<file path="config.mk">
export PLATFORM = sky130hd
export DESIGN_NAME = tt_sweep_ctrl
export DESIGN_NICKNAME = d
export VERILOG_FILES = /design/src/rtl/tt_sweep_ctrl.sv
export SDC_FILE = /design/constraint.sdc
export NUM_CORES = 1
export LEC_CHECK = 0
export BUFFER_PORTS_ARGS = -buffer_cell sky130_fd_sc_hd__buf_2
export CORE_MARGIN = 1
export CORE_UTILIZATION = 55
export CTS_CLUSTER_DIAMETER = 40
export CTS_CLUSTER_SIZE = 28
export DETAILED_ROUTE_END_ITERATION = 10
export GPL_TIMING_DRIVEN = 0
export MAX_ROUTING_LAYER = met4
export PLACE_DENSITY_LB_ADDON = 0.3
export SETUP_SLACK_MARGIN = 0.4
export SYNTH_ARGS = -nofsm -noshare
export SYNTH_HDL_FRONTEND = slang
export SYNTH_SLANG_ARGS = --single-unit
export TNS_END_PERCENT = 20
</file>
<file path="constraint.sdc">
create_clock -name clk -period 2.51 [get_ports clk]
set_clock_uncertainty 0.2 [all_clocks]
set_input_delay 0.3765 -clock clk [delete_from_list [all_inputs] [get_ports clk]]
set_output_delay 0.3765 -clock clk [all_outputs]
set_load 0.02 [all_outputs]
</file>
<file path="src/rtl/tt_sweep_ctrl.sv">
// tt_sweep_ctrl: walks a 4-input function under test through all 16 input
// vectors, records its output into a captured truth table and compares the
// result against a reference truth table latched at start.
// Optional feature macro: TT_SWEEP_ERRCNT_EN adds the err_cnt mismatch counter.
module tt_sweep_ctrl #(
  parameter int unsigned SETTLE = 1
) (
  input  logic        clk,
  input  logic        rst_n,
  input  logic        start,
  input  logic        abort,
  input  logic [15:0] expected_tt,
  output logic        x0,
  output logic        x1,
  output logic        x2,
  output logic        x3,
  input  logic        y0,
  output logic        busy,
  output logic        done,
  output logic [15:0] tt,
  output logic        match,
`ifdef TT_SWEEP_ERRCNT_EN
  output logic [4:0]  err_cnt,
`endif
  output logic [3:0]  first_err
);

  typedef enum logic [1:0] {IDLE, DRIVE, SAMPLE, DONE} state_t;

  // Last settle count value before moving on to SAMPLE.
  localparam logic [3:0] SETTLE_LAST = 4'(SETTLE - 1);

  state_t      state_reg, state_next;
  logic [3:0]  idx_reg, idx_next;
  logic [3:0]  cnt_reg, cnt_next;
  logic [15:0] exp_reg, exp_next;
  logic [15:0] tt_reg, tt_next;
  logic [3:0]  x_reg, x_next;
  logic        match_reg, match_next;
  logic [3:0]  first_err_reg, first_err_next;
  logic        err_seen_reg, err_seen_next;
  logic        mismatch;
`ifdef TT_SWEEP_ERRCNT_EN
  logic [4:0]  err_cnt_reg, err_cnt_next;
`endif

  // Current sample disagrees with the captured reference bit.
  assign mismatch = (y0 != exp_reg[idx_reg]);

  // State register and all datapath registers.
  always_ff @(posedge clk or negedge rst_n) begin
    if (!rst_n) begin
      state_reg     <= IDLE;
      idx_reg       <= 4'd0;
      cnt_reg       <= 4'd0;
      exp_reg       <= 16'd0;
      tt_reg        <= 16'd0;
      x_reg         <= 4'd0;
      match_reg     <= 1'b0;
      first_err_reg <= 4'd0;
      err_seen_reg  <= 1'b0;
`ifdef TT_SWEEP_ERRCNT_EN
      err_cnt_reg   <= 5'd0;
`endif
    end else begin
      state_reg     <= state_next;
      idx_reg       <= idx_next;
      cnt_reg       <= cnt_next;
      exp_reg       <= exp_next;
      tt_reg        <= tt_next;
      x_reg         <= x_next;
      match_reg     <= match_next;
      first_err_reg <= first_err_next;
      err_seen_reg  <= err_seen_next;
`ifdef TT_SWEEP_ERRCNT_EN
      err_cnt_reg   <= err_cnt_next;
`endif
    end
  end

  // Next-state and datapath updates; x is computed one cycle ahead so the
  // drive lines come straight from a register.
  always_comb begin
    state_next     = state_reg;
    idx_next       = idx_reg;
    cnt_next       = cnt_reg;
    exp_next       = exp_reg;
    tt_next        = tt_reg;
    x_next         = x_reg;
    match_next     = match_reg;
    first_err_next = first_err_reg;
    err_seen_next  = err_seen_reg;
`ifdef TT_SWEEP_ERRCNT_EN
    err_cnt_next   = err_cnt_reg;
`endif
    case (state_reg)
      IDLE: begin
        if (start) begin
          exp_next       = expected_tt;
          tt_next        = 16'd0;
          match_next     = 1'b0;
          first_err_next = 4'd0;
          err_seen_next  = 1'b0;
`ifdef TT_SWEEP_ERRCNT_EN
          err_cnt_next   = 5'd0;
`endif
          idx_next       = 4'd0;
          cnt_next       = 4'd0;
          x_next         = 4'd0;
          state_next     = DRIVE;
        end
      end
      DRIVE: begin
        if (abort) begin
          state_next = IDLE;
          idx_next   = 4'd0;
          cnt_next   = 4'd0;
          x_next     = 4'd0;
          match_next = 1'b0;
        end else if (cnt_reg == SETTLE_LAST) begin
          cnt_next   = 4'd0;
          state_next = SAMPLE;
        end else begin
          cnt_next = cnt_reg + 4'd1;
        end
      end
      SAMPLE: begin
        if (abort) begin
          // Abort beats completion, even on the last vector.
          state_next = IDLE;
          idx_next   = 4'd0;
          cnt_next   = 4'd0;
          x_next     = 4'd0;
          match_next = 1'b0;
        end else begin
          tt_next[idx_reg] = y0;
          if (mismatch) begin
            if (!err_seen_reg) begin
              first_err_next = idx_reg;
            end
            err_seen_next = 1'b1;
`ifdef TT_SWEEP_ERRCNT_EN
            err_cnt_next  = err_cnt_reg + 5'd1;
`endif
          end
          if (idx_reg == 4'd15) begin
            state_next = DONE;
            idx_next   = 4'd0;
            x_next     = 4'd0;
            match_next = !(err_seen_reg || mismatch);
          end else begin
            idx_next   = idx_reg + 4'd1;
            x_next     = idx_reg + 4'd1;
            state_next = DRIVE;
          end
        end
      end
      DONE: begin
        state_next = IDLE;
      end
      default: begin
        state_next = IDLE;
      end
    endcase
  end

  assign x0        = x_reg[0];
  assign x1        = x_reg[1];
  assign x2        = x_reg[2];
  assign x3        = x_reg[3];
  assign busy      = (state_reg == DRIVE) || (state_reg == SAMPLE);
  assign done      = (state_reg == DONE);
  assign tt        = tt_reg;
  assign match     = match_reg;
  assign first_err = first_err_reg;
`ifdef TT_SWEEP_ERRCNT_EN
  assign err_cnt   = err_cnt_reg;
`endif

endmodule

</file>
Word-level counts from Yosys, hierarchy flattened

Cells that the tools add are included.

Add/subtract/negate cells: 2
Order comparisons: 2
Equal/unequal tests: 13
Multiplexer cells: 34
Reductions and logical operators: 16

Operators with widths:

| kind                | number |
|---|---|
| $mux 4              | 9 |
| $mux 16             | 2 |
| $pmux 16 s2         | 1 |
| $pmux 4 s3          | 2 |
| $bwmux 16           | 1 |
| $ne 2x2->1 const B  | 6 |
| $mux 2              | 5 |
| $reduce_and 3->1    | 3 |
| $add 4x1->4 const B | 2 |
| $mux 1              | 8 |
| $pmux 2 s4          | 1 |
| $pmux 4 s2          | 1 |
| $reduce_and 4->1    | 2 |
| $ne 3x3->1 const B  | 2 |
| $lt 4x5->1 const B  | 1 |
| $reduce_and 5->1    | 1 |
| $bmux 1 s4          | 1 |
| $demux 1 s4         | 1 |
| $eq 2x2->1 const B  | 2 |
| $eq 4x4->1 const B  | 1 |
| $ge 4x1->1 const B  | 1 |
| $logic_not 4->1     | 1 |
| $reduce_and 2->1    | 2 |
| $pmux 1 s3          | 1 |
| 9 further kinds     | 10 |

Register bits: 48
Word-level logic and storage cells: 75

Logic depth before layout (Yosys ltp)

Depth in word-level cells: 8
Gate-level depth with buffers: 8
Mapped depth without buffers: 7

Worst setup path before layout

Ideal clock, no wire load.

Kind: reg2reg
From: register x_reg[0] (netlist name)
To: register first_err_reg[0] (netlist: first_err[0])
Setup time: 0.076 ns
Arrival time: 1.993 ns
Setup slack: 0.240 ns
Stages on the path, launching flop included: 7
Clock period less this slack: 2.270 ns
Path through: dfrtp_1 > buf_6 > mux4_1 > mux2i_2 > mux2_4 > and2_4 > o21ai_1

RTL lines:

| what                 | line | text |
|---|---|---|
| to (signal assigned) | 73   | `first_err_reg <= first_err_next;` |
| to (decl)            | 40   | `logic [3:0] first_err_reg, first_err_next;` |

==> results.md <==
- The run finished, with violations left.
- The checks that failed: DRC.
- After detailed placement, the total cell area comes to 2900 µm².
- The register bit total from synthesis is 48.
- By area, the combinational part of the netlist is dominated by multiplexers.
- Of the cells placed in the final design, the portion with a size suffix greater than 1 is 0.404.
- The total die area is 5010 µm².
- Averaged over all synthesized cells, the footprint is 11.2 µm².
- The area growth from synthesis to layout is 20.9%.
- Setup repair after global routing could not meet its margin everywhere.
- The synthesized design spends more area on one cell type than any other, namely sky130_fd_sc_hd__dfrtp_1.
- Of the post-synthesis cell area, the part taken by muxes is 0.186.
- Of the total synthesized cell area, the portion taken by XOR and XNOR cells is 0.00673.
- The netlist uses 38 different library cells.
- The post-layout minimum cycle time is between 2 and 2.5 ns.
- The initial antenna violation count was 0.
- Of the total synthesized cell area, the portion taken by full adders, half adders and majority gates is 0.0481.
- The combinational power share is 0.426.
- The core area is around 4400 µm².
- The synthesized netlist net count is 264.
- The critical path starts at x_reg[0].
- The row count is 24.
- For this design the total switching power over the nets is 1020 µW.
- By area the synthesized netlist is led by sky130_fd_sc_hd__dfrtp_1, sky130_fd_sc_hd__mux2_2, sky130_fd_sc_hd__a22o_1.
- The internal portion of the total power is 1760 µW.
- The clock tree synthesis step divided the H-tree into 2 levels.
- Detailed placement finished with a half-perimeter wire length of 3.93 mm.
- With fillers left out, the area of the finished cells amounts to about 3100 µm².
- The area share of the largest cell type after synthesis is 0.462.
- The worst setup margin is roughly 0.33 ns.
- The total setup violations reported at the end of the flow is 0.
- The worst-margin pin slew is 1.05 ns.
- The synthesized design contains 0 enable-type register cells.
- The highest-delay cell along the critical path is sky130_fd_sc_hd__mux4_2.
- The class of the most critical setup path is flip-flop to flip-flop.
- The leakage power is 0.00150 µW.
- The worst path arrival time is 2.21 ns.
- The post-place setup slack is 0.155 ns.
- The gate count of the mapped netlist is roughly 230.
- The total via count in the routed design is 2068.
- The maximum single-stage delay on the critical path is 0.53 ns.
- The total grt overflow is 0.
- After detailed routing, the average wire length per cell comes to about 17 µm.
- The data required time of the worst path is 2.54 ns.
- The die is 70.8 µm wide.
- The congestion estimate from routability-driven global placement came to between 0.8 and 0.9.
- The first global-routing pass estimated 9.45 mm of wire.
- The TritonCTS clock tree is yes.
- The accumulated negative setup slack is 0 ns.
- For this run, the register share of the synthesized area comes to 0.462.
- The number of global-route vias before repair is 2005.
- The clock passes through at most 2 buffers.
- Static timing analysis puts the maximum clock frequency at 459 MHz.
- For this run, the detailed router's first-pass iteration total came to 7.
- The worst setup path is captured at a flip-flop.
- Entering global routing, the biggest net connects 49 pins.
- Of all nets on the critical path, the largest fanout is 6.
- Across the VDD grid, the largest voltage drop is 0.000607 V.
- Counting instances in the post-synthesis netlist gives the leading cell types as sky130_fd_sc_hd__dfrtp_1, sky130_fd_sc_hd__mux2_2, sky130_fd_sc_hd__nand2_1, sky130_fd_sc_hd__a22o_1, sky130_fd_sc_hd__nand3_1.
- The clock net in this run drives a total of 48 sinks.
- Dividing the final minimum period by the clock period gives 0.868.
- The startpoint identified for the worst register-to-register timing path is x_reg[0].
- For this configuration, the core starts out at a cell density of 0.585.
- The share of the synthesized area in compound gates (AO/OA/AOI/OAI) is 0.147.
- sky130_fd_sc_hd__dfrtp_1 is the most common cell in the netlist.
- Hold repair after CTS inserted 0 buffers.
- The final layout net count is 322.
- The total routing usage reported by global routing is 0.253.
- The hold violation total from the final report came to 0.
- The final layout contains routed wiring with a total length of 5.69 mm.
- The power consumption is about 2800 µW.
- The net switching share of the total power is 0.367.
- The worst min-delay path class is input port to async pin.
- After detailed routing, the number of remaining DRC violations is 4.
- The final count of pins violating max slew is 0.
- In this run the tightest slew margin relative to its limit is 0.303.
- In the routed layout, each cell is associated on average with a via count of 6.01.
- The number of warning messages in the yosys log is 0.
- The clock power share is 0.201.
- Of the total synthesized cell area, the portion taken by AND, OR, NAND and NOR gates is 0.118.
- The number of maximum-capacitance constraint violations is 0.
- Clock-pin slew was measured on the worst setup and hold paths at 0.09 ns.
- The number of routed nets with antenna violations is 0.
- The later pin in the worst-skew pair is clocked with a latency of 0.30 ns.
- In this run the tool buffered the top-level ports with 47 buffer cells.
- The number of buffers created by CTS is 5.
- The most used flip-flop cell after synthesis is sky130_fd_sc_hd__dfrtp_1.
- Measured along the y axis, the die boundary spans ~71 µm.
- Traced cell by cell, the critical path runs through buf_8 -> mux4_2 -> mux2i_4 -> mux2_4 -> and2_4 -> o21ai_2.
- 48 I/O pins were placed.
- The synthesized area is 2600 µm².
- The share of async-settable or async-resettable flops after synthesis is 1.00.
- The tree is rooted in a sky130_fd_sc_hd__clkbuf_8.
- The startpoint type of the worst setup path is a flip-flop.
- The DRC marker count from the first detailed-route iteration is approximately 150.
- The total power density per cell area is 886 nW/µm².
- The diode insertion count for antenna repair is 0.
- The relative contribution of sequential cells to total power is 0.373.
[kinds of logic after synthesis]
logic type / Yosys count
adders and majority gates: 10
and+or+nand+nor: 63
muxes: 38
xor gates and xnor gates: 2
buffers and inverters: 20
AOI/OAI and AO/OA: 52
DFF: 48
[cells in the final DEF (no fill, tap or decap), types with 2 or more instances in the layout]
master,n
sky130_fd_sc_hd__o2111ai_1,4
sky130_fd_sc_hd__nand3_1,13
sky130_fd_sc_hd__nor2_1,3
sky130_fd_sc_hd__clkbuf_8,5
sky130_fd_sc_hd__o211ai_1,4
sky130_fd_sc_hd__clkbuf_1,4
sky130_fd_sc_hd__mux4_2,4
sky130_fd_sc_hd__nor2b_4,2
sky130_fd_sc_hd__inv_1,6
sky130_fd_sc_hd__a21oi_1,4
sky130_fd_sc_hd__a22o_1,16
sky130_fd_sc_hd__mux2i_1,2
sky130_fd_sc_hd__dfrtp_1,47
sky130_fd_sc_hd__buf_2,49
sky130_fd_sc_hd__buf_4,5
sky130_fd_sc_hd__nand2_1,25
sky130_fd_sc_hd__ha_1,8
sky130_fd_sc_hd__o21ai_2,4
sky130_fd_sc_hd__mux2_2,28
sky130_fd_sc_hd__clkbuf_2,2
sky130_fd_sc_hd__o21ai_0,8
sky130_fd_sc_hd__nand2b_1,2
sky130_fd_sc_hd__mux2_4,2
sky130_fd_sc_hd__nor3b_1,2
sky130_fd_sc_hd__nor2b_1,5
sky130_fd_sc_hd__buf_1,2
sky130_fd_sc_hd__o31ai_1,5
sky130_fd_sc_hd__nor3_1,4
[metrics by stage]
| step | std cells | utilization | hold WS (ns) |
|---|---|---|---|
| after floorplan | 233 | - | -0.119 |
| after global placement | 332 | 0.653 | 0.284 |
| after detailed placement | 332 | 0.653 | 0.289 |
| after CTS | 343 | 0.694 | 0.0911 |
| after global routing | 344 | 0.707 | 0.0768 |
| final | 344 | 0.707 | 0.0580 |
[critical path, delay by kind of cell (launching register included)]
family                 cells  cell delay, ns
and+or+nand+nor            1            0.19
buffers and inverters      1            0.13
AOI/OAI and AO/OA          1            0.11
muxes                      3            1.08
DFF                        1            0.39
[path summary, 6_finish.rpt]
check                      depth (start not counted)            to  slack [ns]
hold reg to reg                                    1   exp_reg[14]        0.30
hold / removal                                     1    cnt_reg[2]        0.06
max in group asynchronous                          1      x_reg[0]        1.34
min in group clk                                   2    exp_reg[7]        0.10
setup / recovery                                   6  first_err[1]        0.33
setup reg to reg                                   6  first_err[1]        0.33
[layout make-up]
class,instances,area (µm²)
clock inverters,3,42.5
plain buffers,13,72.6
repair buffers,51,265
fillers,326,1300
well taps,52,65.1
flip-flops and latches,48,1200
clock buffers,5,68.8
multi-input cells,165,1400
inverters,7,26.3
[power by group through the flow]
stage | combinational (µW) | sequential (µW) | clock (µW)
finish | 1190 | 1040 | 560
global route | 1290 | 1060 | 611
CTS | 1110 | 1030 | 569
detailed placement | 1040 | 1050 | 0
global placement | 1000 | 1040 | 0
floorplan | 804 | 1030 | 0
[what timing repair did]
action                     4_1_cts  5_1_grt
buffers inserted                 3        1
setup endpoints to repair       27       39
gates resized for setup         14       12
pin swaps                        0        1
[metal layers]
layer | wire [µm] | global-route usage
met1 | 2460 | 0.327
met2 | 2850 | 0.388
met3 | 261 | 0.0613
met4 | 115 | 0.0956
met5 | 0 | -
Note: power is estimated with default switching activity, not from simulation.
